File: src/rtl/busprobe_pkg.sv
// busprobe_pkg: constants and types shared by the bus-probe transmitter and receiver
package busprobe_pkg;
  localparam int LANE_BITS_DEF = 8;
  localparam int NUM_LANES = 5;
  localparam int ADDRX = 4;
  localparam int ADDRH = 3;
  localparam int ADDRL = 2;
  localparam int DATAH = 1;
  localparam int DATAL = 0;
  localparam int REC_W = 40;
  typedef enum logic [1:0] {WAIT_IDLE, IDLE, SHIFT, COMMIT} state_t;
endpackage

File: src/rtl/busprobe_rx_fifo.sv
// sync_fifo: width/depth parameterised synchronous FIFO with wrap-bit pointers
module sync_fifo #(
  parameter int W = 8,
  parameter int DEPTH = 4
)(
  input  logic         clk,
  input  logic         reset,
  input  logic         i_push,
  input  logic         i_pop,
  input  logic [W-1:0] i_data,
  output logic [W-1:0] o_data,
  output logic         o_full,
  output logic         o_empty
);
  localparam int AW = $clog2(DEPTH);
  logic [W-1:0] r_mem [DEPTH];
  logic [AW:0] r_wr, r_rd;
  logic w_do_pop, w_do_push;
  assign o_empty = r_wr == r_rd;
  assign o_full = (r_wr[AW] != r_rd[AW]) && (r_wr[AW-1:0] == r_rd[AW-1:0]);
  assign w_do_pop = i_pop && !o_empty;
  assign w_do_push = i_push && (!o_full || w_do_pop);
  assign o_data = r_mem[r_rd[AW-1:0]];
  // pointer update; a push into a full FIFO is allowed when the head leaves in the same cycle
  always_ff @(posedge clk) begin
    if (reset) begin
      r_wr <= '0;
      r_rd <= '0;
    end else begin
      if (w_do_push) r_wr <= r_wr + 1'b1;
      if (w_do_pop) r_rd <= r_rd + 1'b1;
    end
  end
  // storage, cleared on reset so the head output reads zero after reset
  always_ff @(posedge clk) begin
    if (reset) r_mem <= '{default: '0};
    else if (w_do_push) r_mem[r_wr[AW-1:0]] <= i_data;
  end
endmodule

File: src/rtl/busprobe_rx.sv
// busprobe_rx: deserialises the five-lane bus-probe stream into buffered address/data records
module busprobe_rx
  import busprobe_pkg::*;
#(
  parameter int LANE_BITS = LANE_BITS_DEF,
  parameter int FIFO_DEPTH = 4,
  parameter int SYNC_STAGES = 2
)(
  input  logic        clk,
  input  logic        reset,
  input  logic        sclk_i,
  input  logic        cs_n_i,
  input  logic        addrx_si,
  input  logic        addrh_si,
  input  logic        addrl_si,
  input  logic        datah_si,
  input  logic        datal_si,
  output logic        rec_valid,
  input  logic        rec_ready,
  output logic [23:0] rec_addr,
  output logic [15:0] rec_data,
  output logic        frame_err,
  output logic        overflow,
  input  logic        clr_status,
  output logic [15:0] frame_cnt
);
  localparam int CW = $clog2(LANE_BITS + 2);
  localparam int IN_W = NUM_LANES + 2;
  localparam int CSN = NUM_LANES;
  localparam int SCLK = NUM_LANES + 1;
  logic [SYNC_STAGES-1:0][IN_W-1:0] r_sync;
  logic [IN_W-1:0] w_in, w_synced;
  logic [NUM_LANES-1:0] r_lane;
  logic r_sclk, r_cs, r_sclk_rise, r_cs_fall, r_cs_rise;
  state_t r_state, w_next;
  logic [CW-1:0] r_bitcnt;
  logic [NUM_LANES-1:0][LANE_BITS-1:0] r_sh;
  logic [REC_W-1:0] w_rec, w_head;
  logic w_good, w_pop, w_push, w_full, w_empty;
  logic r_overflow;
  logic [15:0] r_frame_cnt;
  assign w_in[SCLK] = sclk_i;
  assign w_in[CSN] = cs_n_i;
  assign w_in[ADDRX] = addrx_si;
  assign w_in[ADDRH] = addrh_si;
  assign w_in[ADDRL] = addrl_si;
  assign w_in[DATAH] = datah_si;
  assign w_in[DATAL] = datal_si;
  assign w_synced = r_sync[SYNC_STAGES-1];
  // equal-depth synchronisers keep the data lanes aligned with sclk and cs_n
  always_ff @(posedge clk) begin
    if (reset) r_sync <= '0;
    else begin
      r_sync[0] <= w_in;
      for (int s = 1; s < SYNC_STAGES; s++) r_sync[s] <= r_sync[s-1];
    end
  end
  // registered edge pulses, with the lane bits registered alongside so they line up with sclk_rise
  always_ff @(posedge clk) begin
    if (reset) begin
      r_lane <= '0;
      r_sclk <= 1'b0;
      r_cs <= 1'b0;
      r_sclk_rise <= 1'b0;
      r_cs_fall <= 1'b0;
      r_cs_rise <= 1'b0;
    end else begin
      r_lane <= w_synced[NUM_LANES-1:0];
      r_sclk <= w_synced[SCLK];
      r_cs <= w_synced[CSN];
      r_sclk_rise <= w_synced[SCLK] && !r_sclk;
      r_cs_fall <= !w_synced[CSN] && r_cs;
      r_cs_rise <= w_synced[CSN] && !r_cs;
    end
  end
  // state register
  always_ff @(posedge clk) begin
    if (reset) r_state <= WAIT_IDLE;
    else r_state <= w_next;
  end
  // next state; WAIT_IDLE skips any frame already under way when reset releases
  always_comb begin
    w_next = r_state;
    case (r_state)
      WAIT_IDLE: w_next = r_cs ? IDLE : WAIT_IDLE;
      IDLE:      w_next = r_cs_fall ? SHIFT : IDLE;
      SHIFT:     w_next = r_cs_rise ? COMMIT : SHIFT;
      default:   w_next = IDLE;
    endcase
  end
  // commit outputs: a frame is good only with exactly LANE_BITS sclk rises
  always_comb begin
    w_good = r_state == COMMIT && r_bitcnt == CW'(LANE_BITS);
    frame_err = r_state == COMMIT && !w_good;
  end
  // lane shifters and saturating bit counter; a final sclk rise coincident with cs rise still counts
  always_ff @(posedge clk) begin
    if (reset) begin
      r_bitcnt <= '0;
      r_sh <= '0;
    end else if (r_state == IDLE && r_cs_fall) r_bitcnt <= '0;
    else if (r_state == SHIFT && r_sclk_rise) begin
      for (int l = 0; l < NUM_LANES; l++) r_sh[l] <= {r_sh[l][LANE_BITS-2:0], r_lane[l]};
      if (r_bitcnt != CW'(LANE_BITS + 1)) r_bitcnt <= r_bitcnt + 1'b1;
    end
  end
  assign w_rec = r_sh;
  assign w_pop = !w_empty && rec_ready;
  assign w_push = w_good && (!w_full || w_pop);
  // good-frame counter and sticky overflow; a drop in the same cycle as clr_status keeps overflow set
  always_ff @(posedge clk) begin
    if (reset) begin
      r_frame_cnt <= '0;
      r_overflow <= 1'b0;
    end else begin
      if (w_push) r_frame_cnt <= r_frame_cnt + 1'b1;
      r_overflow <= (w_good && !w_push) ? 1'b1 : clr_status ? 1'b0 : r_overflow;
    end
  end
  sync_fifo #(.W(REC_W), .DEPTH(FIFO_DEPTH)) u_fifo (
    .clk     (clk),
    .reset   (reset),
    .i_push  (w_push),
    .i_pop   (w_pop),
    .i_data  (w_rec),
    .o_data  (w_head),
    .o_full  (w_full),
    .o_empty (w_empty)
  );
  assign rec_valid = !w_empty;
  assign rec_addr = w_head[39:16];
  assign rec_data = w_head[15:0];
  assign overflow = r_overflow;
  assign frame_cnt = r_frame_cnt;
endmodule

File: config.mk
export PLATFORM = sky130hd
export DESIGN_NAME = busprobe_rx
export DESIGN_NICKNAME = d
export VERILOG_FILES = /design/src/rtl/busprobe_pkg.sv /design/src/rtl/busprobe_rx_fifo.sv /design/src/rtl/busprobe_rx.sv
export SDC_FILE = /design/constraint.sdc
export NUM_CORES = 1
export LEC_CHECK = 0
export CAP_MARGIN = 20
export CORE_MARGIN = 8
export CORE_UTILIZATION = 45
export DETAILED_ROUTE_END_ITERATION = 12
export SYNTH_ARGS = -nofsm -noshare
export SYNTH_HDL_FRONTEND = slang
export SYNTH_SLANG_ARGS = --single-unit
File: constraint.sdc
create_clock -name clk -period 2.52 [get_ports clk]
set_input_delay 0.504 -clock clk [delete_from_list [all_inputs] [get_ports clk]]
set_output_delay 0.504 -clock clk [all_outputs]
set_load 0.05 [all_outputs]
# Word-level counts from Yosys, hierarchy flattened
# Index checks and enable logic that the tools add are counted.
[totals] regBits=253 latch_bits=0 mem_bits_rw=0 mem_bits_ro=0 inputBits=11 output_inout_bits=59 wordCells=81 mem_count=0
[op_classes] add_sub_neg=4 mul=0 div=0 magnitude_cmp=3 eq_ne=8 shifts=0 mux=12 bitwise_logic=3 n_reduce_logical=28
[op_table] op="bitwise mux 160 bit" n=1
[op_table] op="2-to-1 mux 40 bit" n=3
[op_table] op="binary-select mux 40 bit (select 2 bit)" n=1
[op_table] op="demux 40 bit (select 2 bit)" n=1
[op_table] op="adder 16 x 1 -> 16 bit (second input constant)" n=1
[op_table] op="logical AND 1 bit" n=14
[op_table] op="zero test 1 bit" n=7
[op_table] op="adder 3 x 1 -> 3 bit (second input constant)" n=2
[op_table] op=">= comparator 3 bit (second input constant)" n=2
[op_table] op="NOT 2 -> 3 bit" n=2
[op_table] op="one-hot mux 2 bit (3 select lines)" n=1
[op_table] op="adder 4 x 1 -> 4 bit (second input constant)" n=1
[op_table] op="== test 2 bit (second input constant)" n=2
[op_table] op="== test 4 bit (second input constant)" n=1
[op_table] op="2-to-1 mux 1 bit" n=4
[op_table] op="!= test 4 bit (second input constant)" n=1
[op_table] op="AND reduction 2 bit" n=2
[op_table] op="== test 3 bit" n=1
[op_table] op="< comparator 3 x 1 -> 1 bit (second input constant)" n=1
[op_table] op="== test 2 x 1 -> 1 bit (second input constant)" n=1
[op_table] op="== test 2 bit" n=1
[op_table] op="zero test 2 bit" n=1
[op_table] op="logical OR 1 bit" n=2
[op_table] op="2-to-1 mux 2 bit" n=1
[op_table] op="4 further kinds" n=4

# Depth between registers and ports, before layout
# Gate-level depths: netlist (run 1).
[depth] ltp_word=8 mapped_depth=9 ltp_nobuf=6

# Hierarchy
# From an unflattened synthesis (run 1), not the netlist that was laid out.
[unflattened] hier_cells=1015 hier_area_um2=10742.8
[modules_own_cells] module="sync_fifo" instances=1 cells_each=654 area_per_inst_um2=7539.7 seq_area_each_um2=3323.2
[modules_own_cells] module="busprobe_rx" instances=1 cells_each=361 area_per_inst_um2=3203.1 seq_area_each_um2=1741.7

# Worst setup path after synthesis (run 1)
# OpenSTA, ideal clock, no wires.
[synth_timing] kind="reg-to-output" start="register u_fifo.r_rd[0]" end="output rec_addr[0]" arrival_ns=1.706 required_ns=2.016 setup_slack_ns=0.310 path_stages_with_launch=4 path_buffers=2 cell_sequence="dfxtp_1 -> buf_6 -> clkbuf_1 -> mux4_2"
[synth_via] elab_chain_cells=4
[synth_lines] item="start: declaration" line_no="busprobe_rx_fifo.sv:17" source="logic [AW:0] r_wr, r_rd;"
[synth_lines] item="start signal: assignment" line_no="busprobe_rx_fifo.sv:31" source="if (w_do_pop) r_rd <= r_rd + 1'b1;"
[synth_lines] item="NOT 2 -> 3 bit (implied by the code)" line_no="busprobe_rx_fifo.sv:23" source="assign o_data = r_mem[r_rd[AW-1:0]];"
[synth_lines] item="binary-select mux 40 bit (select 2 bit)" line_no="busprobe_rx_fifo.sv:23"
[synth_lines] item="2-to-1 mux 40 bit (implied by the code) (2 in series)" line_no="busprobe_rx_fifo.sv:23"
[synth_lines] item="end: declaration" line_no="busprobe_rx.sv:20" source="output logic [23:0] rec_addr,"
# Every way passes these cells. The select of a mux whose other input is x is not followed.

# Worst setup path in the final report (run 1)
[layout_timing] start="register u_fifo.r_rd[0]" end="output rec_data[11]"
[layout_via] elab_chain_cells=4
[layout_lines] item="NOT 2 -> 3 bit (implied by the code)" line_no="busprobe_rx_fifo.sv:23"
[layout_lines] item="binary-select mux 40 bit (select 2 bit)" line_no="busprobe_rx_fifo.sv:23"
[layout_lines] item="2-to-1 mux 40 bit (implied by the code) (2 in series)" line_no="busprobe_rx_fifo.sv:23"
[layout_lines] item="end: declaration" line_no="busprobe_rx.sv:21" source="output logic [15:0] rec_data,"
# Every way passes these cells. The select of a mux whose other input is x is not followed.

==> results of run 1 <==
==> layout by cell type, fill, tap and decap left out, types with 9 or more instances in the layout <==
master / netlist / layout
a21oi_1: 59 / 59
buf_12: 0 / 29
buf_4: 12 / 34
clkbuf_16: 0 / 29
clkdlybuf4s50_1: 0 / 26
dfxtp_1: 253 / 251
ha_1: 9 / 9
mux2i_1: 161 / 161
mux4_2: 40 / 40
nand2_1: 87 / 87
nand2b_1: 202 / 202
nand3_1: 13 / 10
nor2_1: 14 / 14
nor2b_1: 28 / 28
o31ai_1: 11 / 11
or4_1: 11 / 11
==> kinds of logic after synthesis <==
kind of cell	share of synthesized area
DFF	0.4697
buffers and inverters	0.03678
muxes	0.2372
adders and majority gates	0.01044
AOI/OAI and AO/OA	0.03875
xor gates and xnor gates	0.007310
and+or+nand+nor	0.1999
==> metal layers <==
| layer | track usage | vias to the layer above | part of all wire |
|---|---|---|---|
| met5 | 0 | - | 0 |
| met4 | 0.03318 | 0 | 0.016 |
| met3 | 0.02950 | 30 | 0.038 |
| met2 | 0.2502 | 100 | 0.46 |
| met1 | 0.2046 | 3409 | 0.49 |
| li1 | - | 3587 | - |
==> power by group through the flow <==
| stage | clock network [mW] | registers [mW] | logic (mW) |
|---|---|---|---|
| 2_1_floorplan | 0 | 4.11 | 0.106 |
| 3_3_place_gp | 0 | 4.11 | 0.148 |
| 3_5_place_dp | 0 | 4.11 | 0.147 |
| 4_1_cts | 4.10 | 4.02 | 0.148 |
| 5_1_grt | 4.28 | 4.02 | 0.158 |
| 6_report | 4.00 | 4.02 | 0.145 |
==> how the worst min path moves through the flow <==
stage | slack [ns] | start | endpoint | cells after the start
floorplan | 0.37 | r_sclk | r_sclk_rise | 1
global placement | 0.38 | r_sclk | r_sclk_rise | 1
finish | 0.35 | reset | r_sh[34] | 2
global route | 0.37 | reset | w_synced[3] | 2
CTS | 0.33 | reset | r_sh[34] | 2
detailed placement | 0.38 | r_sclk | r_sclk_rise | 1
==> area by class of cell <==
class                   instances  area share
inverters                       4    0.001160
multi-input cells             683      0.4129
clock inverters                 9    0.007636
flip-flops and latches        253      0.3916
well taps                     319     0.03083
repair buffers                 98     0.09376
clock buffers                  39     0.06205
==> through the flow <==
stage | hold WS [ns] | setup slack [ns] | setup TNS, ns | util
2_1_floorplan | 0.3674 | 0.3099 | 0 | -
5_1_grt | 0.3677 | -0.008599 | -0.03032 | 0.5515
3_3_place_gp | 0.3753 | 0.1118 | 0 | 0.5115
3_5_place_dp | 0.3762 | 0.07280 | 0 | 0.5115
6_report | 0.3491 | 0.06524 | 0 | 0.5515
4_1_cts | 0.3282 | 0.01084 | 0 | 0.5509
==> state kept, by name, indices dropped and copies added, names as in the netlist, 2 cells and up <==
| register | flops |
|---|---|
| frame_cnt | 16 |
| w_synced | 7 |
| r_bitcnt | 4 |
| r_sh | 40 |
| u_fifo.r_rd | 3 |
| u_fifo.r_wr | 3 |
| r_state | 2 |
| r_lane | 5 |
| u_fifo.r_mem | 160 |
| r_sync | 7 |
==> worst max-delay path: cells and delay by family, from the launching register on <==
kind     cells  cell delay (ns)
flops        1             0.39
buf+inv      2             0.43
mux          1             0.59
==> timing repair <==
| action | CTS | global route |
|---|---|---|
| hold buffers | 0 | 0 |
| resized for setup | 5 | 4 |
| endpoints found under the setup margin | 9 | 10 |
==> run summary, run 1 <==
The final-report setup violation count came out at 0. Across every metal layer, demand over resource in global routing totals 0.1522. The worst setup path is launched from a flop. After detailed placement, the total cell area comes to 0.01201 mm2. The worst register-to-register path ends at frame_cnt[14].

The number of synthesized flops with an enable pin is 0. The number of remaining DRC errors is 0. The ratio of routed vias to standard cells came out at 5.072. The count of placed standard cells in the final layout, fillers left out is 1405. The count of H-tree levels built during CTS came out at 1.

The root buffer cell is clkbuf_16. The number of antenna violations at the first check in global routing came to 0. The worst vdd rail ir drop is 356.5 uV. The area of the die is 0.02917 mm2. Registers take 0.005070 mm2.

In this run the static leakage power is 5.208 nW. The leftover overflow at the end of global routing came out at 0. The part of the total power dissipated in sequential elements is 0.492. The number of distinct library cell variants in the gate-level netlist after synthesis is 34.

In this run the vertical extent of the chip is 170.8 um. The floorplan core area came out at 0.02347 mm2. The number of cells on the worst reg-to-reg path came out at 7.

The tree built by TritonCTS fans out to 253 sinks. The average detailed-routed wire length per instance came out at 15.74 um. The first global-routing pass estimated 36830 um of wire. The prevailing post-synth register cell is dfxtp_1. Relative to the synthesized area, the layout overhead comes to 20.04%.

The TritonCTS clock tree is done. The analysis attributes to net switching a power of 1.662 mW. The number of nets in the synthesized netlist came out at 1037. The initial cell density of the core came out at 0.4594. Clock skew on the completed layout was measured at 0.02026 ns. Setup repair after global routing could not meet its margin everywhere. The count of nets left with antenna violations after detail routing is 0. The final weighted congestion in routability-driven placement came out at 0.6994. The number of buffers created by CTS came out at 28.

The worst endpoint data arrival time came out at 1.95 ns. The number of instances in the placed design came out at 1357. The number of pins with negative max-slew slack in the final report came to 0. The highest attainable clock frequency is 407.4 MHz. Walking the worst path, the cells encountered are buf_16 -> mux4_2 -> buf_6. In this run the worst setup path begins at u_fifo.r_rd[0]. The worst slew margin relative to its limit came out at 0.6427. Entering global routing, the biggest net connects 93 pins. In this run the worst setup path terminates at rec_data[11]. The clock passes through at most 3 buffers. The startpoint of the lowest-slack register-to-register path is r_bitcnt[0].

The top cell type's share of synthesized area is 0.4697. The area occupied by multi-input gates is 0.005345 mm2. Max-cap violations in this run came to 0. The initial DRC count is 365. The synthesis-stage register bit count came out at 253. The initialized floorplan defines 56 standard-cell rows.

The cell-internal power is 6.503 mW. The total count of hold-check failures in the final report came to 0. The critical path is of the reg2out type.

The average footprint of a synthesized cell is 10.60 um2. The register-to-register setup slack came out at 0.44 ns. The buffer count from post-CTS setup fixing came out at 0. The most area-hungry cell type in the Yosys netlist is dfxtp_1. The layout has 2078 filler cells.

Of the total power, the share spent switching nets is 0.2035. The first TritonRoute pass finished after 5 iterations. The share of async-settable or async-resettable flops after synthesis came out at 0. The cell with the most instances after synthesis is dfxtp_1.

The post-route fraction of the period consumed by the critical path is 0.9741. The delay of the slowest critical-path stage is 0.59 ns. Wires add up to 22120 um. The portion of the post-synthesis area used by sequential elements came out at 0.4697.

For the pin with the worst max-slew slack, the measured transition is 0.5343 ns. The total of warnings raised by yosys is 0. For this design the ratio of total power to cell area is 630.7 mW/mm2. The run finished with clean final reports. The summed area of non-filler cells in the final layout came out at 0.01294 mm2. The worst hold path belongs to the class in2reg.

The share of total power dissipated in combinational logic is 0.018. The total number of nets in the final design came out at 1088. The antenna diode instance count came out at 0. For this design, the slowest cell found on the critical path is mux4_2. The overall power of the completed layout came out at 8.165 mW. The total via count in the routed design is 7126.

The clock insertion delay at the later pin of the skew report came out at 0.54 ns. The shortest period the worst path allows is 2.455 ns. The number of global-route vias before repair came to 7118. The HPWL after detailed placement is 13760 um. The fraction of final layout cells with drive strength greater than 1 is 0.1510. The number of I/O port buffers came out at 69. The maximum fanout along the worst path is 27. By count the netlist is led by dfxtp_1 (253), nand2b_1 (202), mux2i_1 (161).

The area of the mapped netlist came out at 0.01078 mm2. STA classifies the critical path endpoint as an output pin. The synthesized instance count came out at 1017. The clock-pin transition on the worst setup and hold timing paths is 0.06 ns. The required time of the worst setup path came out at 2.02 ns. The I/O pin count is 70.

Of the total power, the clock network draws 0.490. By area the synthesized netlist is led by dfxtp_1 (47%), mux2i_1 (15%), nand2b_1 (12%). The overall die width is 170.8 um.
(Power assumes the default switching activity.)
==> run 2, diff against run 1 <==
CTS_CLUSTER_SIZE = 8   (was unset)
==> run summary, run 2 (synthesized netlist as in run 1, its figures left out) <==
The flip-flop count of the largest register, all copies and words added came out at 160. In the routed design, unresolved DRC markers number 0. The endpoint identified for the worst register-to-register timing path is frame_cnt[14]. The worst hold path begins at r_sclk. The overall power of the completed layout came out at 8.320 mW. The required time of the worst setup path came out at 2.02 ns. The first global-routing pass estimated 37080 um of wire. The number of antenna violations at the first check in global routing came out at 0. The hold buffer count at CTS came out at 0. The total number of nets in the final design came out at 1097. The first-pass detailed-route iteration total is 4. The endpoint type of the worst setup path is an output pin.

The average detailed-routed wire length per instance came out at 15.96 um. The worst vdd rail ir drop came out at 522.8 uV. At the pin with the least slew margin, the transition time is 0.5378 ns. The final weighted congestion in routability-driven placement is 0.6994.

The worst slack on hold paths came out at 0.3840 ns. The final setup slack of the worst path came out at 0.08979 ns. The worst hold path terminates at r_sclk_rise. The clock insertion delay at the later pin of the skew report came out at 0.49 ns. The antenna diode instance count is 0.

The highest attainable clock frequency is 411.5 MHz. The HPWL after detailed placement came out at 13760 um. The clock sink count came out at 253. The maximum fanout along the worst path came out at 27. The total via count in the routed design came out at 7112. The library cell used most frequently in the layout, excluding fill and tap cells, is dfxtp_1. The y dimension of the die came out at 170.8 um. The share of the core filled with cells is 0.5516. In this run the critical register-to-register path is launched from r_bitcnt[0]. For this design the top-level I/O count stands at 70. Dividing total power by cell area gives a power density of 642.6 mW/mm2.

In this run the cell area measured after placement is 0.01201 mm2. Fill cells in the final layout number 2062. The worst setup path is launched from a flop. Setup violations remaining at the end of the flow were counted as 0. The number of buffers created by CTS came out at 37. The leftover overflow at the end of global routing is 0. The root buffer cell chosen for the clock tree is clkbuf_16. The pre-CTS setup slack came out at 0.07280 ns. The worst slew margin relative to its limit came out at 0.6403. The overall die width is 170.8 um. In the layout the commonest cells are dfxtp_1 (251), nand2b_1 (202), mux2i_1 (161), nand2_1 (87), a21oi_1 (59).

The largest register by flop count is u_fifo.r_mem. The number of pins with negative max-slew slack in the final report came out at 0. The number of instances in the placed design came out at 1357.

The worst setup path is of the reg2out kind. On the final layout, the worst clock skew is 0.01289 ns. Summing all non-filler instances in the final layout gives an area of 0.01295 mm2. The clock-pin transition on the worst setup and hold timing paths is 0.05 ns. The area of the die came out at 0.02917 mm2. In this run the remaining antenna-violating nets after routing total 0. The run finished with clean final reports. After the first detailed-routing iteration, the DRC count stood at 326. Summing all flip-flop and latch instances after layout gives 0.005070 mm2. For this configuration, the core starts out at a cell density of 0.4594.

The floorplan row count came out at 56. Input and output buffers added on the ports amount to 69. In this run the number of H-tree levels came out at 2. The total count of hold-check failures in the final report was 0. The static leakage came out at 5.211 nW. The worst endpoint data arrival time came out at 1.93 ns.

The total track usage is 0.1548. The largest net degree at the start of global routing is 93. In this run the standard cell core region covers 0.02347 mm2.

The register-to-register setup slack is 0.45 ns. The tool flagged a number of max-cap violations equal to 0. The fraction of final layout cells with drive strength greater than 1 is 0.1487.

For this block, the routed nets add up to 22260 um of wire. The number of cells on the worst reg-to-reg path is 7. Summing all multi-input logic gate instances after layout gives 0.005345 mm2. The number of global-route vias before repair came out at 7154.

The ratio of routed vias to standard cells is 5.098. The shortest period the worst path allows came out at 2.430 ns. Dividing the final minimum period by the clock period gives 0.9644. The TritonCTS clock tree is done.

In this run the worst hold path is classified as reg2reg. The setup TNS is 0 ns. The cell count of the worst hold path is 1.

Setup repair after global routing left no endpoint under its margin. The area added between synthesis and finish is 20.06%. No sink is reached through more buffers than the 3 on the longest clock path. The count of placed standard cells in the final layout, fillers left out came out at 1395.
-- run 2: area by class of cell --
class / instances / share of cell area
Clock buffer: 37 / 0.07151
Clock inverter: 1 / 0.0003865
Inverter: 4 / 0.001160
Multi-Input combinational cell: 683 / 0.4128
Sequential cell: 253 / 0.3916
Tap cell: 319 / 0.03083
Timing Repair Buffer: 98 / 0.09171
-- run 2: report_power, final --
| part | switching [mW] | internal (mW) |
|---|---|---|
| registers | 0.00517 | 4.02 |
| clock network | 1.58 | 2.56 |
| logic | 0.0674 | 0.0784 |
-- run 2: how the worst max path moves through the flow --
| stage | cells past startpoint | slack [ns] | endpoint | startpoint |
|---|---|---|---|---|
| floorplan | 3 | 0.31 | rec_addr[0] | u_fifo.r_rd[0] |
| global placement | 6 | 0.11 | u_fifo.r_mem[94] | rec_ready |
| detailed placement | 6 | 0.07 | u_fifo.r_mem[101] | rec_ready |
| CTS | 3 | 0.007 | rec_data[11] | u_fifo.r_rd[0] |
| global route | 3 | 0.008 | rec_data[11] | u_fifo.r_rd[0] |
| finish | 3 | 0.09 | rec_data[11] | u_fifo.r_rd[0] |
-- run 2: worst max-delay path, cell delays in order, from the launching register on --
cell     delay, ns
dfxtp_4       0.37
buf_12        0.25
mux4_2        0.58
buf_4         0.22
-- run 2: repair_timing --
item / CTS / global route
endpoints found under the setup margin: 2 / 3
buffers inserted: 0 / 0
endpoints found under the hold margin: 0 / 0
resized for setup: 2 / 1
-- run 2: per-layer routing --
metal | GRT usage | wire length [um] | up-vias
met1 | 0.2068 | 10740 | 3377
li1 | - | - | 3592
met5 | 0 | 0 | -
met4 | 0.04615 | 439 | 0
met3 | 0.03365 | 986 | 37
met2 | 0.2476 | 10090 | 106
